## config.mk

```make
export PLATFORM = sky130hd
export DESIGN_NAME = sram_frame_reader
export DESIGN_NICKNAME = d
export VERILOG_FILES = /design/src/rtl/sram_frame_reader.sv
export SDC_FILE = /design/constraint.sdc
export NUM_CORES = 1
export LEC_CHECK = 0
export CAP_MARGIN = 20
export CORE_AREA = 5 5 170 172
export DETAILED_ROUTE_END_ITERATION = 8
export DIE_AREA = 0 0 175 177
export PLACE_DENSITY_LB_ADDON = 0.3
export SLEW_MARGIN = 10
export SYNTH_ARGS = -nofsm -noshare
export SYNTH_HDL_FRONTEND = slang
export SYNTH_SLANG_ARGS = --single-unit
```

## constraint.sdc

```tcl
create_clock -name clk -period 7.9 [get_ports clk]
set_clock_uncertainty 0.15 [all_clocks]
set_input_delay 1.975 -clock clk [delete_from_list [all_inputs] [get_ports clk]]
set_output_delay 1.975 -clock clk [all_outputs]
set_load 0.1 [all_outputs]
```

## src/rtl/sram_frame_reader.sv

```systemverilog
// Avalon read master that streams a frame buffer from SRAM into a first-word
// fall-through pixel FIFO. Credit-based flow control keeps the FIFO from overflowing.
module sram_frame_reader #(
  parameter int          AVN_AW      = 19,
  parameter int          AVN_DW      = 16,
  parameter int unsigned BASE_ADDR   = 0,
  parameter int          FRAME_WORDS = 307200,
  parameter int          FIFO_DEPTH  = 16,
  parameter int          RD_LATENCY  = 1
) (
  input  logic              clk,
  input  logic              reset_n,
  input  logic              frame_start,
  input  logic              bus_grant,
  output logic              avn_read,
  output logic [AVN_AW-1:0] avn_address,
  input  logic [AVN_DW-1:0] avn_readdata,
  output logic              pix_valid,
  output logic [AVN_DW-1:0] pix_data,
  input  logic              pix_ready,
  output logic              frame_done,
  output logic              underflow
);

  localparam int PTR_W = $clog2(FIFO_DEPTH) + 1;
  localparam int CNT_W = $clog2(FRAME_WORDS + 1);
  localparam int INF_W = $clog2(RD_LATENCY + 1);
  localparam int BYTES = AVN_DW / 8;
  localparam logic [AVN_AW-1:0] BASE     = AVN_AW'(BASE_ADDR);
  localparam logic [CNT_W-1:0]  LAST_CNT = CNT_W'(FRAME_WORDS - 1);

  typedef enum logic [1:0] {
    IDLE,
    FETCH,
    DRAIN
  } state_t;

  state_t                state_q, state_d;
  logic [CNT_W-1:0]      word_cnt_q;
  logic [RD_LATENCY-1:0] vld_q, vld_d;
  logic [RD_LATENCY-1:0] last_q, last_d;
  logic [PTR_W-1:0]      wr_ptr_q, rd_ptr_q;
  logic [PTR_W-1:0]      fifo_count;
  logic [INF_W-1:0]      inflight;
  logic [AVN_DW-1:0]     mem [FIFO_DEPTH];
  logic                  underflow_q, frame_done_q, last_written_q;

  logic fifo_empty, fifo_full, credit_ok;
  logic issue, last_issue, tail_vld, tail_last, push, pop;

  assign fifo_count = wr_ptr_q - rd_ptr_q;
  assign fifo_empty = (wr_ptr_q == rd_ptr_q);
  assign fifo_full  = ((wr_ptr_q ^ rd_ptr_q) == {1'b1, {(PTR_W-1){1'b0}}});

  // NOTE: blocking '=' is correct inside always_comb; it accumulates within one evaluation.
  always_comb begin
    inflight = '0;
    for (int i = 0; i < RD_LATENCY; i++) begin
      inflight = inflight + INF_W'(vld_q[i]);
    end
  end

  // Count in-flight returns as already occupying FIFO slots.
  assign credit_ok  = (32'(fifo_count) + 32'(inflight)) < 32'(FIFO_DEPTH);
  assign issue      = (state_q == FETCH) && bus_grant && credit_ok && !frame_start;
  assign last_issue = issue && (word_cnt_q == LAST_CNT);

  assign tail_vld  = vld_q[RD_LATENCY-1];
  assign tail_last = last_q[RD_LATENCY-1];
  assign push      = tail_vld && !fifo_full;
  assign pop       = pix_ready && pix_valid;

  // Latency tracker: each issued read walks toward the tail alongside its last-word tag.
  always_comb begin
    vld_d     = '0;
    last_d    = '0;
    vld_d[0]  = issue;
    last_d[0] = last_issue;
    for (int i = 1; i < RD_LATENCY; i++) begin
      vld_d[i]  = vld_q[i-1];
      last_d[i] = last_q[i-1];
    end
  end

  // NOTE: defaults first in always_comb so no path leaves state_d unassigned (no latch).
  always_comb begin
    state_d = state_q;
    if (frame_start) begin
      state_d = FETCH;
    end else begin
      case (state_q)
        IDLE:    state_d = IDLE;
        FETCH:   if (last_issue) state_d = DRAIN;
        DRAIN:   if ((inflight == '0) && last_written_q) state_d = IDLE;
        default: state_d = IDLE;
      endcase
    end
  end

  // NOTE: sequential state uses '<=' so every register samples pre-edge values.
  always_ff @(posedge clk or negedge reset_n) begin
    if (!reset_n) begin
      state_q        <= IDLE;
      word_cnt_q     <= '0;
      vld_q          <= '0;
      last_q         <= '0;
      wr_ptr_q       <= '0;
      rd_ptr_q       <= '0;
      underflow_q    <= 1'b0;
      frame_done_q   <= 1'b0;
      last_written_q <= 1'b0;
    end else begin
      state_q <= state_d;
      if (frame_start) begin
        // Restart: flush FIFO, drop every in-flight return, clear sticky status.
        word_cnt_q     <= '0;
        vld_q          <= '0;
        last_q         <= '0;
        wr_ptr_q       <= '0;
        rd_ptr_q       <= '0;
        underflow_q    <= 1'b0;
        frame_done_q   <= 1'b0;
        last_written_q <= 1'b0;
      end else begin
        vld_q        <= vld_d;
        last_q       <= last_d;
        frame_done_q <= push && tail_last;
        if (issue)              word_cnt_q     <= word_cnt_q + 1'b1;
        if (push)               wr_ptr_q       <= wr_ptr_q + 1'b1;
        if (pop)                rd_ptr_q       <= rd_ptr_q + 1'b1;
        if (pix_ready && !pix_valid) underflow_q <= 1'b1;
        if (push && tail_last)  last_written_q <= 1'b1;
      end
    end
  end

  // NOTE: the storage array has no reset; the pointers alone define which entries are live.
  always_ff @(posedge clk) begin
    if (push) mem[wr_ptr_q[PTR_W-2:0]] <= avn_readdata;
  end

  assign avn_read    = issue;
  assign avn_address = BASE + AVN_AW'(32'(word_cnt_q) * BYTES);
  assign pix_valid   = !fifo_empty;
  assign pix_data    = pix_valid ? mem[rd_ptr_q[PTR_W-2:0]] : '0;
  assign frame_done  = frame_done_q;
  assign underflow   = underflow_q;

endmodule

```

==> results of run 1 <==
## critical path, delay by kind of cell (launching register included)
family | cells | cell delay (ns)
muxes | 2 | 1.03
and+or+nand+nor | 1 | 0.14
DFF | 1 | 1.06
buffers and inverters | 2 | 1.46
## metal layers
metal | vias up | global-route usage [%] | part of all wire, %
met3 | 30 | 2.58 | 4.9
met2 | 151 | 28.7 | 52
met5 | - | 0 | 0
met4 | 0 | 3.34 | 1.5
li1 | 2585 | - | -
met1 | 3103 | 21.2 | 41
## power by group through the flow
stage	clock network, mW	logic, mW	registers [mW]
6_report	1.35	0.721	1.76
4_1_cts	1.38	0.731	1.76
2_1_floorplan	0	0.603	1.75
5_1_grt	1.45	0.755	1.77
3_3_place_gp	0	0.718	1.79
3_5_place_dp	0	0.731	1.80
## worst paths after layout
kind / startpoint / to / slack, ns / depth (start not counted)
max in group asynchronous: reset_n / rd_ptr_q[0]$_DFFE_PN0P_ / 5.62 / 1
min in group asynchronous: reset_n / underflow$_DFFE_PN0P_ / 1.38 / 1
max: rd_ptr_q[0]$_DFFE_PN0P_ / pix_data[9] / 1.52 / 5
min: last_q$_DFF_PN0_ / frame_done$_DFF_PN0_ / 0.36 / 2
min reg2reg: last_q$_DFF_PN0_ / frame_done$_DFF_PN0_ / 0.36 / 2
max reg2reg: rd_ptr_q[0]$_DFFE_PN0P_ / word_cnt_q[18]$_DFFE_PN0P_ / 4.04 / 9
## metrics by stage
| step | power [mW] | setup slack (ns) | instances | hold WS, ns |
|---|---|---|---|---|
| after floorplan | 2.35 | 0.637 | 618 | 0.314 |
| after global placement | 2.51 | 2.00 | 998 | 0.331 |
| after detailed placement | 2.53 | 1.97 | 998 | 0.352 |
| after CTS | 3.88 | 1.40 | 1053 | 0.367 |
| after global routing | 3.98 | 1.23 | 1057 | 0.402 |
| final | 3.83 | 1.52 | 1057 | 0.357 |
## sequential cells by signal (all words and copies together), names as in the netlist
register        flops
last_q              1
state_q             2
wr_ptr_q            5
last_written_q      1
underflow           1
frame_done          1
word_cnt_q         19
mem               256
tail_vld            1
rd_ptr_q            5
## placed cells by master (no fill, tap or decap), types with 10 or more instances in the layout
| cell type | count |
|---|---|
| clkbuf_16 | 30 |
| nand2_1 | 13 |
| nor2b_1 | 19 |
| inv_1 | 10 |
| dfrtp_1 | 34 |
| nor2_1 | 42 |
| edfxtp_1 | 256 |
| mux4_2 | 77 |
| xnor2_1 | 21 |
| ha_1 | 10 |
| clkdlybuf4s50_1 | 56 |
| buf_4 | 24 |
## logic make-up after synthesis
kind of cell,count (synthesis),share of synthesized area (%)
compound gates,16,0.826
xor+xnor,26,1.90
fa+ha+maj,11,1.21
buf+inv,56,2.76
flops,292,71.8
mux,84,15.5
other cells,1,0.0313
simple gates,132,6.00
## area by class of cell
| class | instances | area, sq um |
|---|---|---|
| timing repair buffer | 82 | 757 |
| tap | 346 | 433 |
| sequential | 292 | 8590 |
| inverter | 12 | 45.0 |
| multi-input combinational | 270 | 3100 |
| fill | 2184 | 13400 |
| clock buffer | 36 | 773 |
| clock inverter | 19 | 176 |
==> flow_metrics.tcl, run 1 <==
set metrics [dict create \
    status "finished clean" \
    worst_slew_pin_slew_ns 1.07 \
    swShare_pct 27.9 \
    irDropWorstVdd_mv 0.171 \
    synth_nets 650 \
    synth.area.top_cells "edfxtp_1, mux4_2, dfrtp_1" \
    hold_viol 0 \
    die_width_microns 175 \
    synth_top_area_share_pct 64.2 \
    worstPathMaxFanout 49 \
    antenna_cells 0 \
    hold_path.class "reg2reg" \
    dieArea_sq_um 31000 \
    postCtsSetupRepairBufs 0 \
    synth_warnings 0 \
    cts_inserted_buffers 30 \
    required_ns 5.78 \
    switchingPower_mw 1.07 \
    cp-end-kind "output port" \
    grt_pass1_wl_mm 37.9 \
    hold_buffers 0 \
    dpl.hpwl_mm 14.5 \
    clk_latency_ns 0.54 \
    yosys_register_bits 292 \
    h-tree-depth 1 \
    grtUsageTotal_pct 16.1 \
    synth_common_cells "edfxtp_1, mux4_2, nor2_1" \
    grt.overflow.total 0 \
    worst_setup_path_start_kind "register" \
    async_flop_share_pct 12.3 \
    power_density_nw_per_um2 276 \
    route.vias.total 5869 \
    viasPerCell 5.55 \
    p_seq_share_pct 45.9 \
    grt_max_degree 50 \
    drt_iter0_markers 461 \
    dr.pass1.iters 5 \
    syn_inst 618 \
    rsz0062_at_grt "no" \
    finalWirelength_mm 24.6 \
    synth_area_leader_cell "edfxtp_1" \
    leakage_nw 4.45 \
    clockRootBuffer "clkbuf_16" \
    globalplace.congestion 0.766 \
    start_util_pct 43.8 \
    cts_resized 0 \
    synth.avg_cell_area_sq_um 19.4 \
    internal-power_mw 2.76 \
    slowest_delay_ns 1.06 \
    drive_gt1_share_pct 23.2 \
    clock_sinks 292 \
    core_area_sq_um 27300 \
    route.detailed.drc 0 \
    fin_setup_tns_ns 0 \
    combPwrFrac_pct 18.8 \
    fin_nets 720 \
    stdcell_area_sq_um 13900 \
    synth_area_sq_um 12000 \
    slowest_stage "dfrtp_4" \
    clock_path_buffers 3 \
    finalCriticalPeriod_ns 6.38 \
    post-route-period-util_pct 80.7 \
    drv_slew 0 \
    wl_per_cell_microns 23.3 \
    slew_headroom_pct 28.1 \
    antenna_found_initial 0 \
    cts_tree "built" \
    grt_pass1_vias 6308 \
    final_util_pct 50.8 \
    clock.fmax_mhz 157 \
    drv_cap 0 \
    ant_nets 0 \
    area_delta_synth_final_pct 15.9 \
    synth_seq_area_share_pct 71.8 \
    critPathArrivalTime_ns 4.25 \
    clkSlewWorstSetupHoldPaths_ns 0.06 \
    yosysMostFrequentCell "edfxtp_1" \
    die_y_microns 177 \
    ios 60 \
    port_buffers 58 \
    setup_viol 0 \
    crit_path_cell_trace "buf_4, mux4_2, mux4_2, nor2b_1, clkdlybuf4s50_1" \
    synth_flop_cell "edfxtp_1" \
    dpl-instance-area_sq_um 12900 \
    crit_top_cell "mux4_2" \
    path_class "reg2out" \
    synth_edf_count 256 \
    yosysUniqueCellTypes 46 \
    rows 61 \
    clkPwrFrac_pct 35.2 \
]
(Power assumes the default switching activity.)
==> run 2: changes to the inputs <==
clock period = 6.47 ns   (was 7.9 ns; I/O delays follow)
==> run 2 against run 1 <==
Global-route usage rose by 0.32 points; register-to-register slack worse by 1.1 ns; final cell count down 0.19%; critical path type unchanged; largest cell class unchanged.
==> flow_metrics.tcl, run 2 (same netlist as run 1, synthesis figures left out) <==
set metrics [dict create \
    status "finished clean" \
    fin_setup_tns_ns 0 \
    n_fill_cell 2198 \
    drive_gt1_share_pct 23.6 \
    antenna_cells 0 \
    viasPerCell 5.62 \
    hold_buffers 0 \
    drt_iter0_markers 536 \
    antenna_found_initial 0 \
    leakage_nw 4.44 \
    cp-end-kind "output port" \
    finalCriticalPeriod_ns 5.70 \
    start_util_pct 43.8 \
    power_density_nw_per_um2 330 \
    critPathArrivalTime_ns 3.94 \
    h-tree-depth 1 \
    clockRootBuffer "clkbuf_16" \
    postCtsSetupRepairBufs 0 \
    largest_reg_flops 256 \
    dpl.hpwl_mm 15.1 \
    slowest_delay_ns 1.01 \
    grt_pass1_vias 6332 \
    drv_cap 0 \
    clkSlewWorstSetupHoldPaths_ns 0.06 \
    cts_inserted_buffers 29 \
    die_width_microns 175 \
    clk_latency_ns 0.54 \
    globalplace.congestion 0.757 \
    dp.cells 1001 \
    grt_max_degree 39 \
    worst_slew_pin_slew_ns 1.13 \
    core_area_sq_um 27300 \
    cp_top_family "buffers and inverters" \
    wl_per_cell_microns 23.7 \
    hold_viol 0 \
    area_delta_synth_final_pct 15.8 \
    cts_tree "built" \
    dr.pass1.iters 5 \
    route.detailed.drc 0 \
    hold_path.class "reg2reg" \
    port_buffers 58 \
    grt_pass1_wl_mm 38.7 \
    critPathBufInv 2 \
    ant_nets 0 \
    finalWirelength_mm 25.0 \
    route.vias.total 5926 \
    clock_sinks 292 \
    fin_nets 721 \
    ios 60 \
    setup_viol 0 \
    cts_resized 0 \
    post-route-period-util_pct 88.2 \
    irDropWorstVdd_mv 0.186 \
    drv_slew 0 \
    worstPathMaxFanout 21 \
    regToRegSetupSlack_ns 2.96 \
    layout.cells.non_filler 1055 \
    worst_setup_path_start_kind "register" \
    rows 61 \
    slew_headroom_pct 24.2 \
    required_ns 4.70 \
    grt.overflow.total 0 \
    rsz0062_at_grt "no" \
    clock_path_buffers 3 \
    grtUsageTotal_pct 16.4 \
    dieArea_sq_um 31000 \
    mostFrequentLayoutCell "edfxtp_1" \
    slowest_stage "clkdlybuf4s50_1" \
    die_y_microns 177 \
    path_class "reg2out" \
    clock.fmax_mhz 175 \
    crit_path_cell_trace "buf_4, mux4_1, mux4_2, nor2b_1, clkdlybuf4s50_1" \
    final_cell_mix "edfxtp_1, mux4_2, clkdlybuf4s50_1, nor2_1, dfrtp_1" \
]
run 2: changes by cell type in the layout (fill, tap and decap cells not counted), sizes merged:
| cell | before | now |
|---|---|---|
| buf | 26 | 28 |
| bufinv | 3 | 0 |
| clkbuf | 36 | 37 |
| clkinv | 14 | 12 |
| clkinvlp | 2 | 1 |
| inv | 12 | 13 |
run 2: worst register-to-register path: stages, from the launching register on:
cell and delay [ns]:
dfrtp_2 0.68, inv_2 0.11, ha_1 0.32, nand4_1 0.16, o21ai_1 0.23, nor2_1 0.16, nand2_1 0.11, nor2_1 0.89
buf_4 0.39
run 2: final timing paths:
| path | startpoint | endpoint | depth (start not counted) |
|---|---|---|---|
| worst max-delay path | rd_ptr_q[0]$_DFFE_PN0P_ | pix_data[1] | 5 |
| worst min-delay path | last_written_q$_DFFE_PN0P_ | last_written_q$_DFFE_PN0P_ | 2 |
| worst max register to register | rd_ptr_q[1]$_DFFE_PN0P_ | mem[11][12]$_DFFE_PP_ | 8 |
| worst min register to register | last_written_q$_DFFE_PN0P_ | last_written_q$_DFFE_PN0P_ | 2 |
| max in group asynchronous | reset_n | rd_ptr_q[0]$_DFFE_PN0P_ | 1 |
| min in group asynchronous | reset_n | word_cnt_q[15]$_DFFE_PN0P_ | 1 |
run 2: per-stage QoR:
step	hold WS, ns	instance area, sq um	util (%)	power (mW)	setup slack [ns]
after floorplan	0.314	12000	-	2.88	0.908
after global placement	0.334	12900	47.3	3.08	1.37
after detailed placement	0.340	12900	47.3	3.10	1.31
after CTS	0.353	13800	50.5	4.62	0.706
after global routing	0.382	13900	50.7	4.74	0.609
final	0.348	13900	50.7	4.57	0.766
run 2: report_power, final:
| part | internal [mW] | total (mW) | switching [mW] |
|---|---|---|---|
| Combinational | 0.340 | 0.927 | 0.587 |
| Sequential | 2.08 | 2.12 | 0.0386 |
| Clock | 0.844 | 1.52 | 0.680 |
run 2: area by class of cell:
cell class                      count  area (sq um)  area share (%)
Inverter                           12          45.0           0.325
Timing Repair Buffer               84           825            5.95
Clock inverter                     14          81.3           0.587
Tap cell                          346           433            3.12
Clock buffer                       37           776            5.60
Multi-Input combinational cell    270          3100            22.4
Sequential cell                   292          8590            62.0
run 2: routing by layer:
metal	global-route usage [%]	wire, microns
met5	0	0
met4	3.96	401
met3	2.99	1350
met2	28.3	13000
met1	22.0	10300
==> run 3: changes to the inputs <==
ABC_CLOCK_PERIOD_IN_PS = 6470   (was unset)
==> results of run 3 <==
Same layout as run 2: the final DEF is identical, and so are final timing and power.
